### config.mk
export PLATFORM = sky130hd
export DESIGN_NAME = pong_physics_engine_flat
export DESIGN_NICKNAME = d
export VERILOG_FILES = /design/src/rtl/pong_if.sv /design/src/rtl/pong_physics_engine.sv /design/src/flat_wrapper.sv
export SDC_FILE = /design/constraint.sdc
export NUM_CORES = 1
export LEC_CHECK = 0
export CORE_MARGIN = 2
export CORE_UTILIZATION = 60
export DETAILED_ROUTE_END_ITERATION = 8
export GPL_TIMING_DRIVEN = 0
export PLACE_DENSITY_LB_ADDON = 0.2
export SYNTH_ARGS = -nofsm -noshare
export SYNTH_HDL_FRONTEND = slang
export SYNTH_SLANG_ARGS = --single-unit
export TNS_END_PERCENT = 1
### constraint.sdc
create_clock -name clk -period 5.6 [get_ports clk]
set_input_delay 1.4 -clock clk [delete_from_list [all_inputs] [get_ports clk]]
set_output_delay 1.4 -clock clk [all_outputs]
set_load 0.03 [all_outputs]
### src/rtl/pong_if.sv
// Control inputs and game-state outputs exchanged between the Pong physics engine
// and its keypad/game-FSM/graphics neighbours.
interface pong_if;
  logic       tick;
  logic       stop;
  logic       serve;
  logic       up1;
  logic       down1;
  logic       up2;
  logic       down2;
  logic [9:0] ball_x;
  logic [9:0] ball_y;
  logic [9:0] paddle1_y;
  logic [9:0] paddle2_y;
  logic       miss1;
  logic       miss2;
  logic       hit;
  logic [2:0] speed;

  modport master (
    output tick, stop, serve, up1, down1, up2, down2,
    input  ball_x, ball_y, paddle1_y, paddle2_y, miss1, miss2, hit, speed
  );

  modport slave (
    input  tick, stop, serve, up1, down1, up2, down2,
    output ball_x, ball_y, paddle1_y, paddle2_y, miss1, miss2, hit, speed
  );
endinterface

### src/rtl/pong_physics_engine.sv
// Pong game physics: advances ball and paddles once per game-step strobe,
// reports paddle deflections and misses, and ramps ball speed with rally length.
module pong_physics_engine #(
  parameter int SCREEN_W       = 640,
  parameter int SCREEN_H       = 480,
  parameter int BALL_SIZE      = 8,
  parameter int PADDLE_H       = 64,
  parameter int PADDLE_W       = 8,
  parameter int PADDLE1_X      = 16,
  parameter int PADDLE2_X      = 616,
  parameter int PADDLE_STEP    = 4,
  parameter int BALL_STEP_INIT = 2,
  parameter int BALL_STEP_MAX  = 6,
  parameter int HITS_PER_LEVEL = 4
) (
  input  logic clk,
  input  logic rst,
  pong_if.slave bus
);

  localparam logic [1:0] ST_SERVE  = 2'd0;
  localparam logic [1:0] ST_MOVE   = 2'd1;
  localparam logic [1:0] ST_MISSED = 2'd2;

  localparam logic [9:0]  BALL_X0  = 10'((SCREEN_W - BALL_SIZE) / 2);
  localparam logic [9:0]  BALL_Y0  = 10'((SCREEN_H - BALL_SIZE) / 2);
  localparam logic [9:0]  PAD_Y0   = 10'((SCREEN_H - PADDLE_H) / 2);
  localparam logic [10:0] Y_MAX    = 11'(SCREEN_H - BALL_SIZE);
  localparam logic [10:0] X_MAX    = 11'(SCREEN_W - BALL_SIZE);
  localparam logic [10:0] PAD_MAX  = 11'(SCREEN_H - PADDLE_H);
  localparam logic [10:0] X_HIT2   = 11'(PADDLE2_X - BALL_SIZE);
  localparam logic [10:0] X_HIT1   = 11'(PADDLE1_X + PADDLE_W);
  localparam logic [10:0] P_STEP   = 11'(PADDLE_STEP);
  localparam logic [10:0] B_SZ     = 11'(BALL_SIZE);
  localparam logic [10:0] P_H      = 11'(PADDLE_H);
  localparam logic [2:0]  SPD_INIT = 3'(BALL_STEP_INIT);
  localparam logic [2:0]  SPD_MAX  = 3'(BALL_STEP_MAX);
  localparam logic [2:0]  HIT_LAST = 3'(HITS_PER_LEVEL - 1);

  logic [1:0] state_q, state_d;
  logic [9:0] ball_x_q, ball_x_d;
  logic [9:0] ball_y_q, ball_y_d;
  logic [9:0] paddle1_y_q, paddle1_y_d;
  logic [9:0] paddle2_y_q, paddle2_y_d;
  logic       dir_x_q, dir_x_d;   // 1 = moving right
  logic       dir_y_q, dir_y_d;   // 1 = moving down
  logic [2:0] speed_q, speed_d;
  logic [2:0] hit_cnt_q, hit_cnt_d;
  logic       miss1_q, miss1_d;
  logic       miss2_q, miss2_d;
  logic       hit_q, hit_d;

  logic        step;
  logic [10:0] bx, by, sp, nx, ny;

  // Up/down request applied with clamping to the playfield; both or neither holds.
  function automatic logic [9:0] paddle_next(input logic [9:0] y, input logic up,
                                             input logic dn);
    logic [10:0] y_w;
    y_w = {1'b0, y};
    if (up && !dn) begin
      y_w = (y_w <= P_STEP) ? 11'd0 : y_w - P_STEP;
    end else if (dn && !up) begin
      y_w = (y_w + P_STEP >= PAD_MAX) ? PAD_MAX : y_w + P_STEP;
    end
    return 10'(y_w);
  endfunction

  function automatic logic overlap(input logic [10:0] ball_top, input logic [9:0] pad_top);
    logic [10:0] p;
    p = {1'b0, pad_top};
    return (ball_top + B_SZ > p) && (ball_top < p + P_H);
  endfunction

  always_comb begin
    state_d     = state_q;
    ball_x_d    = ball_x_q;
    ball_y_d    = ball_y_q;
    paddle1_y_d = paddle1_y_q;
    paddle2_y_d = paddle2_y_q;
    dir_x_d     = dir_x_q;
    dir_y_d     = dir_y_q;
    speed_d     = speed_q;
    hit_cnt_d   = hit_cnt_q;
    miss1_d     = 1'b0;
    miss2_d     = 1'b0;
    hit_d       = 1'b0;
    step        = bus.tick && !bus.stop;
    bx          = {1'b0, ball_x_q};
    by          = {1'b0, ball_y_q};
    sp          = {8'd0, speed_q};
    nx          = bx;
    ny          = by;

    case (state_q)
      ST_SERVE: begin
        if (step) begin
          paddle1_y_d = paddle_next(paddle1_y_q, bus.up1, bus.down1);
          paddle2_y_d = paddle_next(paddle2_y_q, bus.up2, bus.down2);
          state_d     = ST_MOVE;
        end
      end

      ST_MOVE: begin
        if (step) begin
          paddle1_y_d = paddle_next(paddle1_y_q, bus.up1, bus.down1);
          paddle2_y_d = paddle_next(paddle2_y_q, bus.up2, bus.down2);

          if (dir_y_q) begin
            if (by + sp >= Y_MAX) begin
              ny      = Y_MAX;
              dir_y_d = 1'b0;
            end else begin
              ny = by + sp;
            end
          end else begin
            if (by <= sp) begin
              ny      = 11'd0;
              dir_y_d = 1'b1;
            end else begin
              ny = by - sp;
            end
          end

          // Overlap uses the pre-step ball and paddle positions; deflection beats miss.
          if (dir_x_q) begin
            if (bx < X_HIT2 && bx + sp >= X_HIT2 && overlap(by, paddle2_y_q)) begin
              nx      = X_HIT2;
              dir_x_d = 1'b0;
              hit_d   = 1'b1;
            end else if (bx + sp >= X_MAX) begin
              nx      = X_MAX;
              miss2_d = 1'b1;
              state_d = ST_MISSED;
            end else begin
              nx = bx + sp;
            end
          end else begin
            if (bx > X_HIT1 && bx <= X_HIT1 + sp && overlap(by, paddle1_y_q)) begin
              nx      = X_HIT1;
              dir_x_d = 1'b1;
              hit_d   = 1'b1;
            end else if (bx <= sp) begin
              nx      = 11'd0;
              miss1_d = 1'b1;
              state_d = ST_MISSED;
            end else begin
              nx = bx - sp;
            end
          end

          ball_x_d = 10'(nx);
          ball_y_d = 10'(ny);

          if (hit_d) begin
            if (hit_cnt_q == HIT_LAST) begin
              hit_cnt_d = 3'd0;
              if (speed_q < SPD_MAX) speed_d = 3'(speed_q + 3'd1);
            end else begin
              hit_cnt_d = 3'(hit_cnt_q + 3'd1);
            end
          end
        end
      end

      ST_MISSED: begin
        // dir_x is left as-is: it already points at the player who missed.
        if (bus.serve) begin
          ball_x_d  = BALL_X0;
          ball_y_d  = BALL_Y0;
          speed_d   = SPD_INIT;
          hit_cnt_d = 3'd0;
          state_d   = ST_SERVE;
        end
      end

      default: state_d = ST_SERVE;
    endcase
  end

  always_ff @(posedge clk) begin
    if (rst) begin
      state_q     <= ST_SERVE;
      ball_x_q    <= BALL_X0;
      ball_y_q    <= BALL_Y0;
      paddle1_y_q <= PAD_Y0;
      paddle2_y_q <= PAD_Y0;
      dir_x_q     <= 1'b1;
      dir_y_q     <= 1'b1;
      speed_q     <= SPD_INIT;
      hit_cnt_q   <= 3'd0;
      miss1_q     <= 1'b0;
      miss2_q     <= 1'b0;
      hit_q       <= 1'b0;
    end else begin
      state_q     <= state_d;
      ball_x_q    <= ball_x_d;
      ball_y_q    <= ball_y_d;
      paddle1_y_q <= paddle1_y_d;
      paddle2_y_q <= paddle2_y_d;
      dir_x_q     <= dir_x_d;
      dir_y_q     <= dir_y_d;
      speed_q     <= speed_d;
      hit_cnt_q   <= hit_cnt_d;
      miss1_q     <= miss1_d;
      miss2_q     <= miss2_d;
      hit_q       <= hit_d;
    end
  end

  assign bus.ball_x    = ball_x_q;
  assign bus.ball_y    = ball_y_q;
  assign bus.paddle1_y = paddle1_y_q;
  assign bus.paddle2_y = paddle2_y_q;
  assign bus.miss1     = miss1_q;
  assign bus.miss2     = miss2_q;
  assign bus.hit       = hit_q;
  assign bus.speed     = speed_q;

endmodule

### src/flat_wrapper.sv
// flat-port wrapper written by rule: the top's interface ports become plain ports
module pong_physics_engine_flat 
#(
  parameter int SCREEN_W       = 640,
  parameter int SCREEN_H       = 480,
  parameter int BALL_SIZE      = 8,
  parameter int PADDLE_H       = 64,
  parameter int PADDLE_W       = 8,
  parameter int PADDLE1_X      = 16,
  parameter int PADDLE2_X      = 616,
  parameter int PADDLE_STEP    = 4,
  parameter int BALL_STEP_INIT = 2,
  parameter int BALL_STEP_MAX  = 6,
  parameter int HITS_PER_LEVEL = 4
)
  (clk, rst, bus_tick, bus_stop, bus_serve, bus_up1, bus_down1, bus_up2, bus_down2, bus_ball_x, bus_ball_y, bus_paddle1_y, bus_paddle2_y, bus_miss1, bus_miss2, bus_hit, bus_speed);
  pong_if bus_i ();
  input  logic clk;
  input  logic rst;
  input wire logic [$bits(bus_i.tick)-1:0] bus_tick;
  input wire logic [$bits(bus_i.stop)-1:0] bus_stop;
  input wire logic [$bits(bus_i.serve)-1:0] bus_serve;
  input wire logic [$bits(bus_i.up1)-1:0] bus_up1;
  input wire logic [$bits(bus_i.down1)-1:0] bus_down1;
  input wire logic [$bits(bus_i.up2)-1:0] bus_up2;
  input wire logic [$bits(bus_i.down2)-1:0] bus_down2;
  output wire logic [$bits(bus_i.ball_x)-1:0] bus_ball_x;
  output wire logic [$bits(bus_i.ball_y)-1:0] bus_ball_y;
  output wire logic [$bits(bus_i.paddle1_y)-1:0] bus_paddle1_y;
  output wire logic [$bits(bus_i.paddle2_y)-1:0] bus_paddle2_y;
  output wire logic [$bits(bus_i.miss1)-1:0] bus_miss1;
  output wire logic [$bits(bus_i.miss2)-1:0] bus_miss2;
  output wire logic [$bits(bus_i.hit)-1:0] bus_hit;
  output wire logic [$bits(bus_i.speed)-1:0] bus_speed;
  assign bus_i.tick = bus_tick;
  assign bus_i.stop = bus_stop;
  assign bus_i.serve = bus_serve;
  assign bus_i.up1 = bus_up1;
  assign bus_i.down1 = bus_down1;
  assign bus_i.up2 = bus_up2;
  assign bus_i.down2 = bus_down2;
  assign bus_ball_x = bus_i.ball_x;
  assign bus_ball_y = bus_i.ball_y;
  assign bus_paddle1_y = bus_i.paddle1_y;
  assign bus_paddle2_y = bus_i.paddle2_y;
  assign bus_miss1 = bus_i.miss1;
  assign bus_miss2 = bus_i.miss2;
  assign bus_hit = bus_i.hit;
  assign bus_speed = bus_i.speed;
  pong_physics_engine #(.SCREEN_W(SCREEN_W), .SCREEN_H(SCREEN_H), .BALL_SIZE(BALL_SIZE), .PADDLE_H(PADDLE_H), .PADDLE_W(PADDLE_W), .PADDLE1_X(PADDLE1_X), .PADDLE2_X(PADDLE2_X), .PADDLE_STEP(PADDLE_STEP), .BALL_STEP_INIT(BALL_STEP_INIT), .BALL_STEP_MAX(BALL_STEP_MAX), .HITS_PER_LEVEL(HITS_PER_LEVEL)) u_core (.clk(clk), .rst(rst), .bus(bus_i));
endmodule
==> impl_metrics.yaml <==
timing:
  hold_slack_ns: 0.465
  timing.final.setup_violations: 0
  slew_viol_final: 0
  fin_crit_ns: 3.99
  finalWorstSetupSlack_ns: 1.61
  tightest_slew_ns: 0.985
  fin_setup_tns_ns: 0
  maxClockFrequency_mhz: 250
  finalClockSkew_ns: 0.00691
  fin_crit_sh: 0.713
  grt_setup_unrepaired: "no"
  timing.max_slew.rel_slack: 0.338
  report.final.hold_viol_count: 0
yosys:
  postSynthCellCount: 660
  post-synth-top-area-cell: "sky130_fd_sc_hd__dfxtp_1"
  number_of_synthesized_flops_with_an_enable_pin: 0
  ys_seq_area_frac: 0.190
  netlist_top_cells_area: "sky130_fd_sc_hd__dfxtp_1 (19%), sky130_fd_sc_hd__ha_1 (14%), sky130_fd_sc_hd__a21oi_1 (5.0%), sky130_fd_sc_hd__o21ai_0 (4.3%), sky130_fd_sc_hd__nand2_1 (3.6%)"
  syn_area_per_cell_sq_um: 7.81
  ys_warn_count: 0
  synthArstFlopShare: 0
  synthFlopType: "sky130_fd_sc_hd__dfxtp_1"
  netlist.area_leader.share: 0.190
  summed_instance_area_of_the_synthesized_netlist_sq_um: 5150
  synth.ff_latch_count: 49
  synth.lib_cells_used.distinct: 91
routing:
  detail_route.first_pass.iterations: 7
  wl_per_cell_um: 18.5
  drt-total-wl_mm: 15.2
  drc_errors: 0
  vias_after_detailed_routing: 5387
  final_antenna_net_count: 0
  drt-initial-drc-count: 378
  post_drt_via_cell_ratio: 6.54
outcome:
  outcome: "complete, no violations"
power_and_ir_drop:
  p_leak_nw: 2.26
  pwr_density_cell_nw_per_um2: 131
  ir_drop_v: 0.000111
placed_design:
  post_dp_cell_area_sq_um: 5790
  gp_congestion: 0.950
  dpl.hpwl_mm: 11.7
  dp_slack_ns: 1.41
  place.port_buffers: 49
global_route:
  grt_max_degree: 15
  first_global_vias: 5016
  grt_antenna_before_repair: 0
  global_routing_usage_summed_across_all_routing_layers: 0.316
  grt_first_pass_wirelength_mm: 24.9
  grt_overflow: 0
setup_path:
  worstPathRequired_ns: 5.79
  worstSetupPathType: "input pin to register"
  cp_common_cell: "sky130_fd_sc_hd__nand2_1"
  timing.critical_path.slowest_stage_cell: "sky130_fd_sc_hd__nor3b_1"
  crit_path_start_kind: "input pin"
  worst_path_largest_cell_delay_ns: 0.70
  end_kind: "register"
  cp_data_arrival_time_ns: 4.18
  crit_fanout: 10
  crit_path_cell_trace: "clkdlybuf4s50_1 -> nor3b_1 -> nand2_1 -> nor2_1 -> clkbuf_1 -> nand2_1 -> o21ai_0 -> nand2_1 -> o41ai_1"
final_layout:
  antenna_diode_instance_count: 0
  nets: 790
  end_of_flow_core_utilization: 0.712
  fillCellCount: 737
  layout.area.seq_sq_um: 981
  design_area_sq_um: 5880
  multi_input_area_sq_um: 3810
  post_route_cells_drive_above_1_share: 0.0793
  area.growth.synth_to_final_pct: 14.0
die:
  start_util: 0.624
  boundaryPins: 55
  die_height_um: 96.7
  fp.coreArea_sq_um: 8260
  fp.dieArea_sq_um: 9350
  die_width_um: 96.7
  rows: 33
cts:
  ctsHtreeMaxLevel: 2
  clk_path_buf_depth: 2
  clk_transition_reported_paths_ns: 0.09
  post_cts_hold_buffer_count: 0
  clock_sinks: 49
  worstSkewPairLatency_ns: 0.31
  tritoncts.num_buffers: 5
  cts_post_setup_buffers_inserted: 0
  clk_root_buffer_cell: "sky130_fd_sc_hd__clkbuf_8"
  postCtsResizedCells: 0
  tritoncts_clock_tree: "yes"
run:
  max-cap-violations: 0
min_path:
  min_path_type: "register to register"
layout make-up:
class,count,share of cell area
clock inverters,1,0.00128
flip-flops and latches,49,0.167
clock buffers,6,0.0141
multi-input cells,529,0.649
repair buffers,49,0.0835
plain buffers,40,0.0339
well taps,105,0.0224
inverters,45,0.0287
sequential cells by signal, summed over array words and instances (netlist names):
signal                count
u_core.state_q            2
u_core.dir_x_q            1
u_core.bus.paddle1_y      8
u_core.bus.miss1          1
u_core.bus.miss2          1
u_core.hit_cnt_q          3
u_core.dir_y_q            1
u_core.bus.speed          3
u_core.bus.hit            1
u_core.bus.ball_x        10
u_core.bus.paddle2_y      8
u_core.bus.ball_y        10
layout by cell type, fill, tap and decap left out, drive strengths merged, types with 5 or more instances in the layout:
master	Yosys	final
a221oi	5	5
inv	45	45
nand2	50	50
xor2	7	7
a211oi	10	10
o31ai	6	6
a21o	5	5
o21ai	58	58
dfxtp	49	49
o211ai	8	8
ha	58	58
a2111oi	5	5
nand3	20	20
xnor2	20	20
nor2	51	51
o221ai	5	5
buf	22	22
a311oi	5	5
nor3	15	15
nand2b	16	16
clkbuf	18	24
a31oi	10	10
nor2b	7	7
clkdlybuf4s50	0	49
and3	9	9
nand4	9	9
a21oi	54	54
nor4	10	10
per-layer routing:
layer  vias up  GRT usage  wire (um)
met5         -          0          0
met4         0     0.0943        353
met3        41     0.0405       1170
met2       271      0.538       7300
met1      2525      0.419       6400
li1       2550          -          -
cells in the mapped netlist, types with 8 or more instances:
cell,instances
sky130_fd_sc_hd__nand2b_1,15
sky130_fd_sc_hd__a21oi_1,51
sky130_fd_sc_hd__o21ai_1,12
sky130_fd_sc_hd__xnor2_1,20
sky130_fd_sc_hd__a211oi_1,10
sky130_fd_sc_hd__inv_1,45
sky130_fd_sc_hd__a31oi_1,9
sky130_fd_sc_hd__nand4_1,9
sky130_fd_sc_hd__nor3_1,15
sky130_fd_sc_hd__clkbuf_1,18
sky130_fd_sc_hd__buf_2,12
sky130_fd_sc_hd__ha_1,58
sky130_fd_sc_hd__o211ai_1,8
sky130_fd_sc_hd__nor2_1,49
sky130_fd_sc_hd__dfxtp_1,49
sky130_fd_sc_hd__o21ai_0,44
sky130_fd_sc_hd__nand3_1,19
sky130_fd_sc_hd__and3_1,9
sky130_fd_sc_hd__nand2_1,49
stage by stage:
step                instances  power, mW
floorplan                 663      0.492
global placement          817      0.539
detailed placement        817      0.544
CTS                       824      0.773
global route              824      0.805
finish                    824      0.768
critical path: cells and delay by family:
kind	cells	cell delay, ns
buffers and inverters	2	0.90
AO/OA/AOI/OAI	2	0.29
AND/OR/NAND/NOR	5	1.58
power breakdown:
part / internal [mW] / switching (mW)
combinational: 0.0651 / 0.108
sequential: 0.356 / 0.0101
clock: 0.0982 / 0.131
total: 0.519 / 0.249
cells by family after synthesis:
group,share of synthesized area
flip-flops,0.190
AO/OA/AOI/OAI,0.302
XOR/XNOR,0.0495
buffers and inverters,0.0714
multiplexers,0.00996
AND/OR/NAND/NOR,0.220
other,0.000728
adder cells (fa/ha/maj),0.156
final timing paths:
check,cells after the start,slack (ns),end,start
max,9,1.61,u_core.bus.ball_y[9],bus_tick
min,1,0.46,u_core.hit_cnt_q[2],u_core.hit_cnt_q[2]
max reg2reg,13,1.65,u_core.bus.ball_x[2],u_core.bus.ball_y[4]
min reg2reg,1,0.46,u_core.hit_cnt_q[2],u_core.hit_cnt_q[2]
Note: power is estimated with default switching activity, not from simulation.
